===== config.mk =====
export PLATFORM = sky130hd
export DESIGN_NAME = inst_fetch
export DESIGN_NICKNAME = d
export VERILOG_FILES = /design/src/rtl/inst_fetch.sv
export SDC_FILE = /design/constraint.sdc
export NUM_CORES = 1
export LEC_CHECK = 0
export CAP_MARGIN = 40
export CORE_UTILIZATION = 47
export DETAILED_ROUTE_END_ITERATION = 10
export PLACE_DENSITY = 0.91
export RECOVER_POWER = 100
export SLEW_MARGIN = 15
export SYNTH_ARGS = -nofsm -noshare
export SYNTH_HDL_FRONTEND = slang
export SYNTH_SLANG_ARGS = --single-unit

===== constraint.sdc =====
create_clock -name clk -period 4.6 [get_ports clk]
set_clock_uncertainty 0.05 [all_clocks]
set_input_delay 0.46 -clock clk [delete_from_list [all_inputs] [get_ports clk]]
set_output_delay 0.46 -clock clk [all_outputs]
set_load 0.02 [all_outputs]

===== src/rtl/inst_fetch.sv =====
// inst_fetch: instruction fetch stage. Presents one instruction per cycle to
// the pipeline, holds it across stalls, redirects on taken branches and
// exception flushes, and drains an abandoned bus request after a flush.
//
// Optional feature macro: FETCH_ADEL_CHK_EN. When defined, a misaligned PC
// is not fetched. It is presented as an address-error exception (Exc_AdEL).
//
// Ports:
//   clk, rst             clock; asynchronous active-high reset
//   stall                pipeline did not consume the IF output this cycle
//   flush, flush_pc      exception redirect and its handler target
//   br_flag, br_target   taken branch/jump resolved in ID and its target
//   ibus_req/addr        fetch request and address (held stable until ack)
//   ibus_ack/rdata       request completion and returned word
//   if_pc, if_pcp4       PC of the presented instruction, and PC+4
//   if_inst, if_excp     presented instruction and its fetch exception code
//   if_valid             if_inst/if_excp are valid
//   if_stallreq          fetch is pending, so the pipeline must stall

`ifndef ExcBus
`define ExcBus 4:0
`endif
`ifndef Exc_NoExc
`define Exc_NoExc 5'h00
`endif
`ifndef Exc_AdEL
`define Exc_AdEL 5'h04
`endif

module inst_fetch #(
  parameter logic [31:0] RESET_PC = 32'hBFC0_0000
) (
  input  logic           clk,
  input  logic           rst,
  input  logic           stall,
  input  logic           flush,
  input  logic [31:0]    flush_pc,
  input  logic           br_flag,
  input  logic [31:0]    br_target,
  output logic           ibus_req,
  output logic [31:0]    ibus_addr,
  input  logic           ibus_ack,
  input  logic [31:0]    ibus_rdata,
  output logic [31:0]    if_pc,
  output logic [31:0]    if_pcp4,
  output logic [31:0]    if_inst,
  output logic [`ExcBus] if_excp,
  output logic           if_valid,
  output logic           if_stallreq
);

  typedef enum logic [1:0] {
    S_FETCH   = 2'd0,
    S_HOLD    = 2'd1,
    S_DISCARD = 2'd2
  } state_e;

  state_e      state_q, state_d;
  logic [31:0] pc_q, pc_d;
  logic [31:0] inst_buf_q, inst_buf_d;
  logic        br_pend_q, br_pend_d;
  logic [31:0] br_pend_tgt_q, br_pend_tgt_d;
  // Address of the request still outstanding while its data is being dropped
  logic [31:0] old_addr_q, old_addr_d;

  logic [31:0] pc_plus4;
  logic [31:0] next_pc;
  logic        accept;
  logic        adel;

  assign pc_plus4 = pc_q + 32'd4;

`ifdef FETCH_ADEL_CHK_EN
  assign adel = (pc_q[1:0] != 2'b00);
`else
  assign adel = 1'b0;
`endif

  // State registers
  always_ff @(posedge clk or posedge rst) begin
    if (rst) begin
      state_q       <= S_FETCH;
      pc_q          <= RESET_PC;
      inst_buf_q    <= 32'h0;
      br_pend_q     <= 1'b0;
      br_pend_tgt_q <= 32'h0;
      old_addr_q    <= 32'h0;
    end else begin
      state_q       <= state_d;
      pc_q          <= pc_d;
      inst_buf_q    <= inst_buf_d;
      br_pend_q     <= br_pend_d;
      br_pend_tgt_q <= br_pend_tgt_d;
      old_addr_q    <= old_addr_d;
    end
  end

  // Outputs, redirect selection and next state
  always_comb begin
    state_d       = state_q;
    pc_d          = pc_q;
    inst_buf_d    = inst_buf_q;
    br_pend_d     = br_pend_q;
    br_pend_tgt_d = br_pend_tgt_q;
    old_addr_d    = old_addr_q;
    ibus_req      = 1'b0;
    ibus_addr     = pc_q;
    if_valid      = 1'b0;
    if_inst       = 32'h0;
    if_excp       = `Exc_NoExc;
    if_stallreq   = 1'b0;

    case (state_q)
      S_FETCH: begin
        if (adel) begin
          if_valid = 1'b1;
          if_excp  = `Exc_AdEL;
        end else begin
          ibus_req    = 1'b1;
          if_valid    = ibus_ack;
          if_inst     = ibus_ack ? ibus_rdata : 32'h0;
          if_stallreq = !ibus_ack;
        end
      end
      S_HOLD: begin
        if_valid = 1'b1;
        if_inst  = inst_buf_q;
      end
      S_DISCARD: begin
        ibus_req    = 1'b1;
        ibus_addr   = old_addr_q;
        if_stallreq = 1'b1;
      end
      default: ;
    endcase

    accept  = if_valid && !stall && !flush;
    next_pc = br_flag ? br_target : (br_pend_q ? br_pend_tgt_q : pc_plus4);

    // A branch resolved while IF is not advancing is remembered until the next accept
    if (flush || accept) begin
      br_pend_d = 1'b0;
    end else if (br_flag) begin
      br_pend_d     = 1'b1;
      br_pend_tgt_d = br_target;
    end

    case (state_q)
      S_FETCH: begin
        if (flush) begin
          pc_d = flush_pc;
          // A request still in flight must complete on its old address
          if (!adel && !ibus_ack) begin
            old_addr_d = pc_q;
            state_d    = S_DISCARD;
          end
        end else if (accept) begin
          pc_d = next_pc;
        end else if (!adel && ibus_ack) begin
          inst_buf_d = ibus_rdata;
          state_d    = S_HOLD;
        end
      end
      S_HOLD: begin
        if (flush) begin
          pc_d    = flush_pc;
          state_d = S_FETCH;
        end else if (accept) begin
          pc_d    = next_pc;
          state_d = S_FETCH;
        end
      end
      S_DISCARD: begin
        if (flush) begin
          pc_d = flush_pc;
        end
        if (ibus_ack) begin
          state_d = S_FETCH;
        end
      end
      default: state_d = S_FETCH;
    endcase
  end

  assign if_pc   = pc_q;
  assign if_pcp4 = pc_plus4;

endmodule


==> results of run 1 <==
-- metal layers --
metal / GRT usage, % / vias up / share of wire [%]
li1: - / 2959 / -
met1: 36.1 / 3235 / 40
met2: 47.7 / 391 / 49
met3: 8.16 / 54 / 9.2
met4: 10.9 / 0 / 2.3
met5: 0 / - / 0
-- critical path: stages (launching register included) --
cell	delay, ns
dfrtp_1	0.47
nor2b_4	0.60
clkbuf_1	1.03
mux2_2	0.43
dlygate4sd3_1	0.66
-- final cells by class --
cell class	instances	area share (%)
Antenna cell	1	0.0244
Clock buffer	22	4.62
Clock inverter	10	1.27
Inverter	13	0.487
Multi-Input combinational cell	478	35.7
Sequential cell	131	32.0
Tap cell	188	2.29
Timing Repair Buffer	250	23.6
-- placed cells by master, fill, tap and decap left out, types with 14 or more instances in the layout --
| master | count |
|---|---|
| dlygate4sd3_1 | 133 |
| nand2_1 | 42 |
| dfrtp_1 | 122 |
| nand3_1 | 26 |
| a22o_1 | 32 |
| clkdlybuf4s50_1 | 99 |
| mux2_2 | 126 |
| a21oi_1 | 15 |
| o21ai_0 | 31 |
| nor3_1 | 14 |
| nor2_1 | 28 |
| clkbuf_16 | 17 |
| xnor2_1 | 18 |
-- final timing paths --
check,startpoint,to,slack [ns],cells past startpoint
max in group asynchronous,rst,br_pend_tgt_q[23],1.30,3
min in group asynchronous,rst,inst_buf_q[7],1.29,2
worst min register to register,br_pend_tgt_q[8],br_pend_tgt_q[8],0.45,1
worst max register to register,state_q[1],if_pc[30],0.83,6
worst min-delay path,br_pend_tgt_q[8],br_pend_tgt_q[8],0.45,1
worst max-delay path,state_q[1],ibus_addr[30],0.46,4
-- cell families (layout without fill, tap and decap cells) --
| kind of cell | count (synthesis) | count (layout) |
|---|---|---|
| AOI/OAI and AO/OA | 160 | 160 |
| xor gates and xnor gates | 26 | 26 |
| adders and majority gates | 1 | 1 |
| buffers and inverters | 76 | 295 |
| DFF | 131 | 131 |
| muxes | 128 | 128 |
| other | 1 | 6 |
| and+or+nand+nor | 158 | 158 |
-- sequential cells by signal (all words and copies together) (netlist names) --
register,count
inst_buf_q,32
old_addr_q,32
br_pend_tgt_q,32
br_pend_q,1
state_q,2
if_pc,32
-- report_power, final --
part           total, W  switching, W  internal [W]  leakage, nW
logic           0.00142      0.000707      0.000710         2.39
clock network   0.00139      0.000502      0.000890        0.296
registers       0.00167      0.000233       0.00144         1.54
-- per-stage QoR --
| stage | utilization [%] | instances | setup WS, ns |
|---|---|---|---|
| global placement | 64.1 | 1059 | 1.43 |
| floorplan | - | 685 | 0.607 |
| detailed placement | 64.2 | 1060 | 1.33 |
| CTS | 68.2 | 1092 | 0.850 |
| finish | 67.8 | 1093 | 0.463 |
| global route | 67.8 | 1093 | 0.332 |
==> impl_metrics.ini, run 1 <==
[timing]
rsz0062_at_grt = no
slew_headroom_pct = -97.5
slew_violations = 156
min_period_ns = 4.14
fin_crit_sh_pct = 89.9
holdWs_ns = 0.449
max_freq_mhz = 242
tightest_slew_ns = 2.95
finalSetupViolations = 0
fin_tns_setup_ns = 0
finalHoldViolations = 0

[synthesis]
ys_warn_count = 0
synth_seq_area_share_pct = 45.3
synthTopCellsByCount = mux2_2, dfrtp_1, nand2_1
synth-edff-count = 0
synth_top_family_by_area = multiplexers
synth_xor_area_share_pct = 3.14
syn-instance-count = 681
synthArstFlopShare_pct = 100
syn_area_per_cell_sq_um = 10.7
yosysTopAreaCell = dfrtp_1
synth_compound_area_share_pct = 16.0
synth_area_leaders = dfrtp_1, mux2_2, a22o_1
synth_top_area_share_pct = 42.1
synthSimpleGateAreaFrac_pct = 10.9
ys_seq_elements = 131
syn-cell-area_sq_mm = 0.00726
ys.flop_type = dfrtp_1
synth_fa_ha_area_share_pct = 0.172
synth_mux_area_share_pct = 19.8
synth_most_common_cell = mux2_2
synth.distinct_cells = 65

[cells_and_area]
fin_nets = 994
register_area_sq_mm = 0.00329
area_delta_synth_final_pct = 41.6
multiInputGateArea_sq_mm = 0.00367
drive_gt1_share_pct = 20.8
fillers = 1121
fin_area_sq_mm = 0.0103

[setup_path]
worstSetupEndpointType = primary output
critPathKind = reg -> out
startpoint_type = flop
crit_required_ns = 4.09
crit_arrival_ns = 3.63
path_max_fanout = 24

[die]
start_util_pct = 47.9
rows = 45
io_pins = 238
die_area_sq_mm = 0.0159
core_area_sq_mm = 0.0151
chipWidth_microns = 126
chipHeight_microns = 126

[worst_hold_path]
hold_class = reg -> reg

[clock_tree]
post_cts_buffers = 0
clkSinkCount = 131
cts_root_buf = clkbuf_16
cts_made_buffers = 17
cts_tree = built
clk_pin_slew_ns = 0.05
hold_buffers = 0
clock_path_buffers = 2
htree_num_levels = 4
cts_resized = 0
clkLatencyLatePin_ns = 0.42

[flow_run]
maxCapViolations = 5

[grt]
antenna_found_initial = 1
grt_use_total_pct = 28.9
grt_overflow = 0
grt_pass1_wl_mm = 35.8
grt_max_degree = 66
grt_pass1_vias = 6681

[routing]
wl_mm = 22.6
dr.pass1.iters = 5
viasPerCell = 6.07
route.detailed.drc = 0
drtIter0Drc = 692
routed-via-count = 6639
postRouteAntennaNets = 0
wl_per_cell_microns = 20.7

[status]
failed_checks = capacitance limit, slew limit
status = finished with violations

[placed_design]
dp_hpwl_mm = 15.9
place_congestion = 0.860
portBuffers = 232
post_dp_cell_area_sq_mm = 0.00973

[power_and_ir_drop]
finalPower_w = 0.00448
power-per-cell-area_mw_per_mm2 = 436
peakVddDrop_mv = 0.261
p_leak_nw = 4.23
No activity file was read; power rests on OpenSTA's default activity.
==> run 2: changes to the inputs <==
- ABC_CLOCK_PERIOD_IN_PS: default -> 4600
==> results of run 2 <==
Final layout, timing and power as in run 1 (identical DEF).
==> run 3: changes to the inputs <==
- ABC_CLOCK_PERIOD_IN_PS: 4600 -> 5000
- CORE_UTILIZATION: 47 -> 50
- HOLD_SLACK_MARGIN: default -> 0.15
- PLACE_DENSITY: 0.91 -> 0.95
- clock period: 4.6 -> 5 ns (I/O delays scaled with it)
==> run 3 against run 2 <==
Net effect:
- the run still ends with capacitance limit, slew limit left
- critical endpoint unchanged
- cell count shrank 0.82%
- largest cell class unchanged
- worst hold slack gained 0.0016 ns
- register-to-register slack gained 0.38 ns
==> impl_metrics.ini, run 3 (same netlist as run 1, synthesis figures left out) <==
[placed_design]
placedCellCount = 1050
post_dp_cell_area_sq_mm = 0.00973
dp_hpwl_mm = 16.3
portBuffers = 232
place_congestion = 0.823

[die]
start_util_pct = 51.7
rows = 43
die_area_sq_mm = 0.0150
core_area_sq_mm = 0.0140
chipHeight_microns = 122
chipWidth_microns = 122
io_pins = 238

[setup_path]
crit_arrival_ns = 3.62
crit_required_ns = 4.45
rrSetupSlack_ns = 1.21
critPathKind = reg -> out
cp_top_family = buffers and inverters
cp_num_buf_inv = 2
worstSetupEndpointType = primary output
path_cells = nor2b_4 -> clkbuf_1 -> mux2_2 -> dlygate4sd3_1
path_max_fanout = 23
startpoint_type = flop
crit_slowest_cell = clkbuf_1
slowest_delay_ns = 0.95

[cells_and_area]
area_delta_synth_final_pct = 43.0
fin_area_sq_mm = 0.0104
final_common_cell = dlygate4sd3_1
layout.cells.non_filler = 1084
fillers = 915
diodes = 0
fin_nets = 994
drive_gt1_share_pct = 21.1
final_cell_mix = dlygate4sd3_1, mux2_2, dfrtp_1, clkdlybuf4s50_1, nand2_1

[timing]
max_freq_mhz = 240
min_period_ns = 4.17
rsz0062_at_grt = no
finalHoldViolations = 0
finalSetupViolations = 0
fin_crit_sh_pct = 83.5
slew_violations = 81
slew_headroom_pct = -37.5
fin_tns_setup_ns = 0
tightest_slew_ns = 2.06

[clock_tree]
post_cts_buffers = 0
clkSinkCount = 131
clk_pin_slew_ns = 0.06
cts_root_buf = clkbuf_16
cts_tree = built
clkLatencyLatePin_ns = 0.42
clock_path_buffers = 2
cts_resized = 0
hold_buffers = 0
cts_made_buffers = 17
htree_num_levels = 4

[routing]
wl_per_cell_microns = 21.7
drtIter0Drc = 775
route.detailed.drc = 0
routed-via-count = 6802
wl_mm = 23.5
dr.pass1.iters = 5
viasPerCell = 6.27
postRouteAntennaNets = 0

[power_and_ir_drop]
peakVddDrop_mv = 0.237
p_leak_nw = 4.28
power-per-cell-area_mw_per_mm2 = 411
finalPower_w = 0.00427

[grt]
grt_overflow = 0
use_met3_pct = 9.15
met2_usage_pct = 52.0
grt_use_met1_pct = 41.0
grt_pass1_wl_mm = 36.6
top_usage_layer = met2
antenna_found_initial = 0
grt_use_total_pct = 32.4
grt_pass1_vias = 6785
grt_max_degree = 92

[worst_hold_path]
hold_class = reg -> reg

[flow_run]
maxCapViolations = 3

[status]
failed_checks = capacitance limit, slew limit
status = finished with violations
run 3: cell count changes in the layout (fill, tap and decap cells not counted), moves of 2 or more:
cell             before  now
clkbuf_8              3    5
buf_8                 0    3
clkinvlp_4            2    0
clkdlybuf4s50_1      99  101
clkbuf_2              2    0
clkbuf_1             11    8
dlygate4sd3_1       133  131
bufinv_16             3    5
run 3: per-stage QoR:
step / setup slack [ns] / hold WS [ns] / utilization [%]
after floorplan: 0.967 / 0.421 / -
after global placement: 1.62 / 0.428 / 68.8
after detailed placement: 1.67 / 0.441 / 69.3
after CTS: 1.20 / 0.452 / 74.0
after global routing: 0.680 / 0.466 / 73.9
final: 0.826 / 0.451 / 73.9
run 3: cell type report:
cell class                 count  area [sq um]  share of cell area [%]
sequential                   131          3290                    31.7
clock buffer                  22           494                    4.76
clock inverter                10           175                    1.69
multi-input combinational    478          3670                    35.4
inverter                      13          50.0                   0.482
tap                          180           225                    2.17
timing repair buffer         250          2470                    23.8
run 3: where the power goes:
part	internal, W	switching [W]
clock network	0.000946	0.000457
logic	0.000660	0.000655
registers	0.00132	0.000230
run 3: layer usage:
layer / up-vias / routed length [microns]
met3: 74 / 2270
met5: - / 0
li1: 2957 / -
met1: 3316 / 9110
met2: 455 / 11400
met4: 0 / 767
run 3: final timing paths:
check                                    from       endpoint  cells past startpoint
worst min register to register  old_addr_q[5]  old_addr_q[5]                      1
worst max-delay path               state_q[1]  ibus_addr[30]                      4
worst min-delay path            old_addr_q[5]  old_addr_q[5]                      1
worst max register to register     state_q[1]      if_pc[30]                      6
max in group asynchronous                 rst      if_pc[24]                      4
min in group asynchronous                 rst  inst_buf_q[7]                      2
run 3: worst register-to-register path, cell delays in order (launching register included):
cell and delay [ns]:
dfrtp_1 0.48, inv_1 0.12, o21ai_0 1.42, clkbuf_1 0.82, a21o_1 0.25, nor4_1 0.06
a2111oi_0 0.44
